==> config.mk <==
export PLATFORM = sky130hd
export DESIGN_NAME = serial_sub
export DESIGN_NICKNAME = d
export VERILOG_FILES = /design/src/rtl/serial_sub_pkg.sv /design/src/rtl/serial_sub_digit_sub.sv /design/src/rtl/serial_sub.sv
export SDC_FILE = /design/constraint.sdc
export NUM_CORES = 1
export LEC_CHECK = 0
export CAP_MARGIN = 0
export CORE_ASPECT_RATIO = 1.75
export CORE_MARGIN = 8
export CORE_UTILIZATION = 49
export CTS_CLUSTER_SIZE = 40
export DETAILED_ROUTE_END_ITERATION = 7
export GPL_TIMING_DRIVEN = 0
export PLACE_DENSITY = 0.8
export SYNTH_ARGS = -nofsm -noshare
export SYNTH_HDL_FRONTEND = slang
export SYNTH_HIERARCHICAL = 1
export SYNTH_SLANG_ARGS = --single-unit
export TNS_END_PERCENT = 100
==> constraint.sdc <==
create_clock -name clk -period 1.85 [get_ports clk]
set_input_delay 0.37 -clock clk [delete_from_list [all_inputs] [get_ports clk]]
set_output_delay 0.37 -clock clk [all_outputs]
set_load 0.02 [all_outputs]
==> src/rtl/serial_sub_pkg.sv <==
// sub_pkg: FSM state type and counter sizing shared by the serial subtractor.
package sub_pkg;
  typedef enum logic [1:0] {IDLE, RUN, DONE} state_t;
  function automatic int cnt_width(input int ndig);
    return (ndig > 1) ? $clog2(ndig) : 1;
  endfunction
endpackage

==> src/rtl/serial_sub_digit_sub.sv <==
// digit_sub: combinational DIGIT-bit ripple subtractor built from full subtractors.
module digit_sub #(
  parameter int DIGIT = 1
) (
  input  logic [DIGIT-1:0] a,
  input  logic [DIGIT-1:0] b,
  input  logic             bin,
  output logic [DIGIT-1:0] d,
  output logic             bout
);
  logic [DIGIT:0] c;
  assign c[0] = bin;
  for (genvar i = 0; i < DIGIT; i++) begin : g_fs
    assign d[i] = a[i] ^ b[i] ^ c[i];
    assign c[i+1] = (~a[i] & b[i]) | (~(a[i] ^ b[i]) & c[i]);
  end
  assign bout = c[DIGIT];
endmodule

==> src/rtl/serial_sub.sv <==
// serial_sub: digit-serial diff = a - b - bin, DIGIT bits per clock, start/done handshake.
module serial_sub
  import sub_pkg::*;
#(
  parameter int WIDTH = 8,
  parameter int DIGIT = 1
) (
  input  logic             clk,
  input  logic             rst_n,
  input  logic             start,
  input  logic [WIDTH-1:0] a,
  input  logic [WIDTH-1:0] b,
  input  logic             bin,
  output logic             busy,
  output logic             done,
  output logic [WIDTH-1:0] diff,
  output logic             borrow
);
  localparam int NDIG = WIDTH / DIGIT;
  localparam int CW = cnt_width(NDIG);
  if (WIDTH < 1 || DIGIT < 1 || WIDTH % DIGIT != 0) begin : g_bad
    $fatal(1, "serial_sub: DIGIT must divide WIDTH");
  end
  state_t state, state_n;
  logic [CW-1:0] cnt;
  logic [WIDTH-1:0] a_sh, b_sh;
  logic [DIGIT-1:0] d;
  logic br, bout, last, load;
  digit_sub #(.DIGIT(DIGIT)) u_dig (
    .a(a_sh[DIGIT-1:0]),
    .b(b_sh[DIGIT-1:0]),
    .bin(br),
    .d(d),
    .bout(bout)
  );
  assign last = cnt == CW'(NDIG - 1);
  assign load = start && state != RUN;
  assign busy = state == RUN;
  assign done = state == DONE;
  assign borrow = br;
  always_comb begin
    state_n = load ? RUN : (state == RUN) ? (last ? DONE : RUN) : IDLE;
  end
  always_ff @(posedge clk or negedge rst_n) begin
    if (!rst_n) state <= IDLE;
    else state <= state_n;
  end
  // result digits enter at the MSB so after NDIG shifts diff is aligned
  always_ff @(posedge clk or negedge rst_n) begin
    if (!rst_n) begin
      a_sh <= '0;
      b_sh <= '0;
      diff <= '0;
      br <= 1'b0;
      cnt <= '0;
    end else if (load) begin
      a_sh <= a;
      b_sh <= b;
      br <= bin;
      cnt <= '0;
    end else if (busy) begin
      a_sh <= a_sh >> DIGIT;
      b_sh <= b_sh >> DIGIT;
      diff <= WIDTH'({d, diff} >> DIGIT);
      br <= bout;
      cnt <= last ? cnt : cnt + CW'(1);
    end
  end
endmodule
==> metrics.md, run 1 <==
| Metric | Value |
|---|---|
| Outcome | `finished clean` |
| PortBufs | `29` |
| Type of the most critical hold path | `in2async` |
| Clk pin slew, worst setup/hold paths | `0.06 ns` |
| First-pass GRT wire length | `4860 um` |
| Drt drc | `0` |
| CP cell instances | `nor2b_1 -> clkdlybuf4s50_1` |
| Worst Path Required | `1.48 ns` |
| DRT iter0 DRCs | `32` |
| Mux contribution to synthesized area | `14.0%` |
| Commonest non-fill, non-tap cell in the layout | `nand2_1` |
| CTS tree | `done` |
| HPWL after DPL | `2050 um` |
| Commonest cells after routing, fill and taps aside | `nand2_1 (39), dfrtp_1 (30), clkdlybuf4s50_1 (27)` |
| CTS Sinks | `30` |
| Critical path peak fanout | `2` |
| Leakage | `0.860 nW` |
| Top Metal Used | `met4` |
| Max-slew headroom | `56.9%` |
| Total Nets Final | `188` |
| RSZ-0062 raised after global routing | `false` |
| Starting Density | `51.0%` |
| Die H | `85.6 um` |
| Register bit total from synthesis | `30` |
| Critical path buffer and inverter count | `1` |
| Peak Freq | `0.565 GHz` |
| Slew @ Worst Pin | `0.647 ns` |
| Pint | `1.79 mW` |
| Power Dens Cells | `1670 nW/um^2` |
| Post-Synth Adder-Cell Area | `3.32%` |
| WL met2 | `1460 um` |
| Core Util, Final | `66.2%` |
| Worst skew pair latency | `0.28 ns` |
| Fin. max-slew vios | `0` |
| Crit path largest cell delay | `0.61 ns` |
| Final Hold Vio Count | `0` |
| Longest Clk Path Bufs | `2` |
| Clock share of power | `18.4%` |
| Finished Cell Area | `1760 um^2` |
| Via density | `5.25` |
| CP Class | `reg2out` |
| Clk_skew | `0.00766 ns` |
| H-tree depth | `2` |
| Net Sw Frac | `39.2%` |
| CP delay by family, top | `buffers and inverters` |
| Worst path slowest cell | `clkdlybuf4s50_1` |
| Worst setup path startpoint | `state[0]$_DFF_PN0_` |
| Setup TNS | `0 ns` |
| Antenna Diode Count | `0` |
| Post-synth net total | `152` |
| Final setup margin | `0.0799 ns` |
| Gate count of the mapped netlist | `129` |
| Cell area after synthesis | `1360 um^2` |
| Clk root buf | `clkbuf_8` |
| Post-synth cell types | `21` |
| DP Cell Count | `185` |
| Layout cells sized above 1 | `10.8%` |
| Total track usage | `12.7%` |
| Worst setup EP type | `primary output` |
| Area Growth Syn to Fin | `29.9%` |
| Die X | `55.8 um` |
| Syn_area_per_cell | `10.5 um^2` |
| Overall power | `2.94 mW` |
| Largest net degree at the start of global routing | `31` |
| Largest area contributor in the netlist | `dfrtp_1` |
| Die area | `4770 um^2` |
| Fillers | `225` |
| Startpoint Class | `flop` |
| RD Place Congestion | `0.765` |
| R2r startpoint | `cnt[0]$_DFFE_PN0P_` |
| DP Worst Slack | `-0.112 ns` |
| Switching pwr | `1.15 mW` |
| Placed cell area | `1680 um^2` |
| Via count | `1,013` |
| Grt ovf | `0` |
| Maxcap violations | `0` |
| Max VDD drop | `0.923 mV` |
| Final Cycle Share | `95.7%` |
| Ports | `31` |
| Post-synth top area share | `55.4%` |
| Initial antenna violation count | `0` |
| Antenna-violating nets left | `0` |
| Sequential share of power | `38.0%` |
| Post-Layout Cell Count | `193` |
| Min Hold Slack | `0.110 ns` |
| Vias in the first global route | `1,040` |
| Largest cells by area after synthesis | `dfrtp_1 (55%), mux2i_1 (14%), nand2_1 (11%), o21ai_1 (3.0%), o21ai_0 (2.6%)` |
| Post-Route M1 WL | `1130 um` |
| Met3 WL | `158 um` |
| # setup viols final | `0` |
| Core area | `2660 um^2` |
| Final Critical Period | `1.77 ns` |
| Main combinational cell family by area after synthesis | `simple AND/OR/NAND/NOR gates` |
| Routed WL | `2820 um` |
| DR pass1 iterations | `4` |
| Cell Rows | `25` |
| CTS Hold Bufs | `0` |
| Simple-gate share of the synthesized area | `14.7%` |
| Synth Area in Compound Gates | `7.48%` |
| Warnings from Yosys | `6` |
| Post-synthesis sequential area ratio | `55.4%` |
| Num CTS Buffers | `5` |
| WL/cell | `14.6 um` |
| CP arrival | `1.40 ns` |
| Combinational power share | `43.7%` |
| Post-Synth XOR/XNOR Area | `0%` |
==> cells by family after synthesis <==
logic type               count (synthesis)
adder cells (fa/ha/maj)                  3
multiplexers                            19
buffers and inverters                   11
AO/OA/AOI/OAI                           18
AND/OR/NAND/NOR                         48
flip-flops                              30
==> registers in the layout, indices dropped and copies added, names as in the netlist <==
register	cells
diff	8
cnt	3
b_sh	8
state	2
a_sh	8
borrow	1
==> final cells by class <==
type / instances / area, um^2 / share of cell area [%]
inverters: 4 / 17.5 / 0.995
well taps: 27 / 33.8 / 1.92
repair buffers: 29 / 280 / 15.9
flip-flops and latches: 30 / 751 / 42.6
clock inverters: 1 / 5.00 / 0.284
plain buffers: 7 / 51.3 / 2.91
multi-input cells: 88 / 536 / 30.4
clock buffers: 7 / 86.3 / 4.90
==> worst paths after layout <==
path	end	slack [ns]	depth (start not counted)
min in group clk	b_sh[0]$_DFFE_PN0P_	0.47	3
setup / recovery	done	0.08	2
hold reg to reg	b_sh[0]$_DFFE_PN0P_	0.48	2
setup reg to reg	cnt[0]$_DFFE_PN0P_	0.48	4
hold / removal	borrow$_DFFE_PN0P_	0.11	1
max in group asynchronous	b_sh[1]$_DFFE_PN0P_	1.32	1
==> cells in the mapped netlist <==
cell       instances
a211o_1            1
and2_1             1
and3_1             1
buf_2              4
buf_6              1
buf_8              1
clkbuf_2           1
dfrtp_1           30
fa_1               1
ha_1               2
inv_1              3
inv_4              1
mux2i_1           19
nand2_1           39
nand2b_4           1
nor2_1             4
nor2b_1            1
nor3_1             1
o21ai_0            7
o21ai_1            8
o2bb2ai_1          2
==> power groups by stage <==
stage          clock network [mW]  registers [mW]  logic [mW]
3_3_place_gp                    0            1.11        1.27
3_5_place_dp                    0            1.13        1.33
4_1_cts                     0.557            1.12        1.32
2_1_floorplan                   0            1.20       0.743
5_1_grt                     0.583            1.16        1.46
6_report                    0.540            1.12        1.28
==> per-layer routing <==
layer | vias to the layer above | global-route usage (%)
met2 | 22 | 20.9
met4 | 0 | 6.76
li1 | 496 | -
met5 | - | 0
met1 | 489 | 13.6
met3 | 6 | 5.18
==> repair_timing <==
action,in CTS,in global routing
gates resized for setup,1,2
setup buffers,0,0
endpoints found under the setup margin,1,1
No activity file was read; power rests on OpenSTA's default activity.
==> run 2, diff against run 1 <==
--- a/config.mk
+++ b/config.mk
@@ -6,13 +6,16 @@
 export NUM_CORES = 1
 export LEC_CHECK = 0
 export CAP_MARGIN = 0
+export CELL_PAD_IN_SITES_DETAIL_PLACEMENT = 0
+export CELL_PAD_IN_SITES_GLOBAL_PLACEMENT = 1
 export CORE_ASPECT_RATIO = 1.75
 export CORE_MARGIN = 8
-export CORE_UTILIZATION = 49
+export CORE_UTILIZATION = 37
 export CTS_CLUSTER_SIZE = 40
 export DETAILED_ROUTE_END_ITERATION = 7
 export GPL_TIMING_DRIVEN = 0
-export PLACE_DENSITY = 0.8
+export PLACE_DENSITY = 0.79
+export SETUP_SLACK_MARGIN = 0.15
 export SYNTH_ARGS = -nofsm -noshare
 export SYNTH_HDL_FRONTEND = slang
 export SYNTH_HIERARCHICAL = 1
==> run 2 against run 1 <==
Via count is 2.6% higher. Maximum frequency grew 6.9%. Sequential share of layout area shrank 0.72 points. Cell count rose by 9.8%.
==> metrics.md, run 2 (synthesized netlist as in run 1, its figures left out) <==
| Metric | Value |
|---|---|
| Combinational power share | `44.0% (+0.3 points)` |
| Net Sw Frac | `39.7% (+0.45 points)` |
| RSZ-0062 raised after global routing | `false` |
| Worst skew pair latency | `0.28 ns (about the same)` |
| # setup viols final | `0 (unchanged)` |
| Total Nets Final | `188 (unchanged)` |
| Largest net degree at the start of global routing | `31 (unchanged)` |
| Leakage | `0.886 nW (+3.0%)` |
| R2r startpoint | `cnt[0]$_DFFE_PN0P_` |
| DRT iter0 DRCs | `21 (-34%)` |
| Longest Clk Path Bufs | `2 (unchanged)` |
| Final setup margin | `0.194 ns (+0.115 ns)` |
| Critical path peak fanout | `3 (+1)` |
| Antenna Diode Count | `0 (unchanged)` |
| Die H | `96.1 um (+12%)` |
| Worst path slowest cell | `clkdlybuf4s50_1` |
| Via count | `1,039 (+2.6%)` |
| Initial antenna violation count | `0 (unchanged)` |
| Max-slew headroom | `55.9% (-1.0 points)` |
| RD Place Congestion | `0.772 (+0.97%)` |
| Startpoint Class | `flop` |
| Via density | `4.90 (-6.6%)` |
| Worst setup EP type | `primary output` |
| Crit path largest cell delay | `0.62 ns (about the same)` |
| Maxcap violations | `0 (unchanged)` |
| DR pass1 iterations | `4 (unchanged)` |
| CP arrival | `1.29 ns (-0.11 ns)` |
| Fin. max-slew vios | `0 (unchanged)` |
| Drt drc | `0 (unchanged)` |
| Total track usage | `12.3% (-0.48 points)` |
| DP Cell Count | `204 (+10%)` |
| Clk_skew | `0.00807 ns (+0.000406 ns)` |
| Routed WL | `3080 um (+9.3%)` |
| Area Growth Syn to Fin | `32.1%` |
| DP Worst Slack | `-0.130 ns (-0.0189 ns)` |
| Final Critical Period | `1.66 ns (-0.115 ns)` |
| Setup TNS | `0 ns (unchanged)` |
| First-pass GRT wire length | `5400 um (+11%)` |
| Postcts setup bufs | `0 (unchanged)` |
| WL/cell | `14.5 um (-0.46%)` |
| Antenna-violating nets left | `0 (unchanged)` |
| Type of the most critical hold path | `in2async` |
| Max VDD drop | `0.883 mV (-4.4%)` |
| Pint | `1.79 mW (+0.26%)` |
| Num CTS Buffers | `5 (unchanged)` |
| PortBufs | `29 (unchanged)` |
| Die X | `61.7 um (+11%)` |
| Clk root buf | `clkbuf_8` |
| Switching pwr | `1.18 mW (+2.1%)` |
| Commonest non-fill, non-tap cell in the layout | `nand2_1` |
| Clk pin slew, worst setup/hold paths | `0.07 ns (about the same)` |
| Ports | `31 (unchanged)` |
| CTS Sinks | `30 (unchanged)` |
| Slew @ Worst Pin | `0.662 ns (+0.0154 ns)` |
| Post-Layout Cell Count | `212 (+9.8%)` |
| Worst setup path startpoint | `diff[4]$_DFFE_PN0P_` |
| CP delay by family, top | `buffers and inverters` |
| Core Util, Final | `50.4% (-16 points)` |
| Final Cycle Share | `89.5% (-6.2 points)` |
| H-tree depth | `2 (unchanged)` |
| Cell Rows | `29 (+16%)` |
| Outcome | `finished clean` |
| Commonest cells after routing, fill and taps aside | `nand2_1 (39), dfrtp_1 (30), clkdlybuf4s50_1 (24)` |
| Final Hold Vio Count | `0 (unchanged)` |
| CTS tree | `done` |
| Core area | `3560 um^2 (+34%)` |
| Layout cells sized above 1 | `10.8% (unchanged)` |
| Clock share of power | `18.3% (about the same)` |
| CP Class | `reg2out` |
| Biggest regs | `a_sh: 8 flops, b_sh: 8 flops, diff: 8 flops` |
| Worst Path Required | `1.48 ns (about the same)` |
| Die area | `5930 um^2 (+24%)` |
| Peak Freq | `0.604 GHz (+6.9%)` |
| Vias in the first global route | `1,184 (+14%)` |
| HPWL after DPL | `2270 um (+11%)` |
| Power Dens Cells | `1660 nW/um^2 (-0.69%)` |
| Grt ovf | `0 (unchanged)` |
| Starting Density | `38.1% (-13 points)` |
| Sequential share of power | `37.7% (-0.3 points)` |
| Overall power | `2.97 mW (+1.0%)` |
| CP cell instances | `clkdlybuf4s50_1` |
| Critical path buffer and inverter count | `1 (unchanged)` |
-- run 2: cell count changes in the layout (fill, tap and decap cells not counted) --
cell,change
dlygate4sd2_1,+1
buf_4,+1
clkbuf_2,-1
clkdlybuf4s50_1,-3
dlymetal6s2s_1,+2
-- run 2: cell type report --
cell class / count / area (um^2)
inverter: 4 / 17.5
fill: 368 / 1770
clock inverter: 1 / 5.00
buffer: 7 / 53.8
tap: 46 / 57.6
timing repair buffer: 29 / 284
multi-input combinational: 88 / 536
sequential: 30 / 751
clock buffer: 7 / 86.3
-- run 2: what timing repair did --
| item | CTS | global route |
|---|---|---|
| resized for setup | 5 | 3 |
| hold buffers | 0 | 0 |
| endpoints found under the setup margin | 2 | 3 |
-- run 2: power groups by stage --
stage / Clock, mW / Sequential, mW / Combinational, mW
3_5_place_dp: 0 / 1.13 / 1.35
6_report: 0.544 / 1.12 / 1.31
4_1_cts: 0.563 / 1.12 / 1.36
3_3_place_gp: 0 / 1.11 / 1.29
5_1_grt: 0.585 / 1.15 / 1.50
2_1_floorplan: 0 / 1.20 / 0.743
-- run 2: per-layer routing --
metal  vias up  GRT usage (%)  share of wire [%]
li1        498              -                  -
met1       508           12.6                 40
met2        25           21.0                 53
met3         8           4.15                5.1
met4         0           6.31                2.7
met5         -              0                  0
-- run 2: stage by stage --
stage / hold slack (ns) / instance area [um^2]
after detailed placement: 0.468 / 1700
after global routing: 0.178 / 1790
final: 0.121 / 1790
after CTS: 0.483 / 1800
after global placement: 0.462 / 1700
after floorplan: 0.0744 / 1360
-- run 2: worst paths after layout --
check | slack (ns) | cells past startpoint | end
worst max-delay path | 0.19 | 1 | diff[4]
worst min-delay path | 0.12 | 1 | b_sh[4]$_DFFE_PN0P_
worst max register to register | 0.44 | 4 | cnt[0]$_DFFE_PN0P_
worst min register to register | 0.48 | 2 | b_sh[6]$_DFFE_PN0P_
max in group asynchronous | 1.30 | 1 | diff[3]$_DFFE_PN0P_
min in group clk | 0.48 | 2 | b_sh[6]$_DFFE_PN0P_
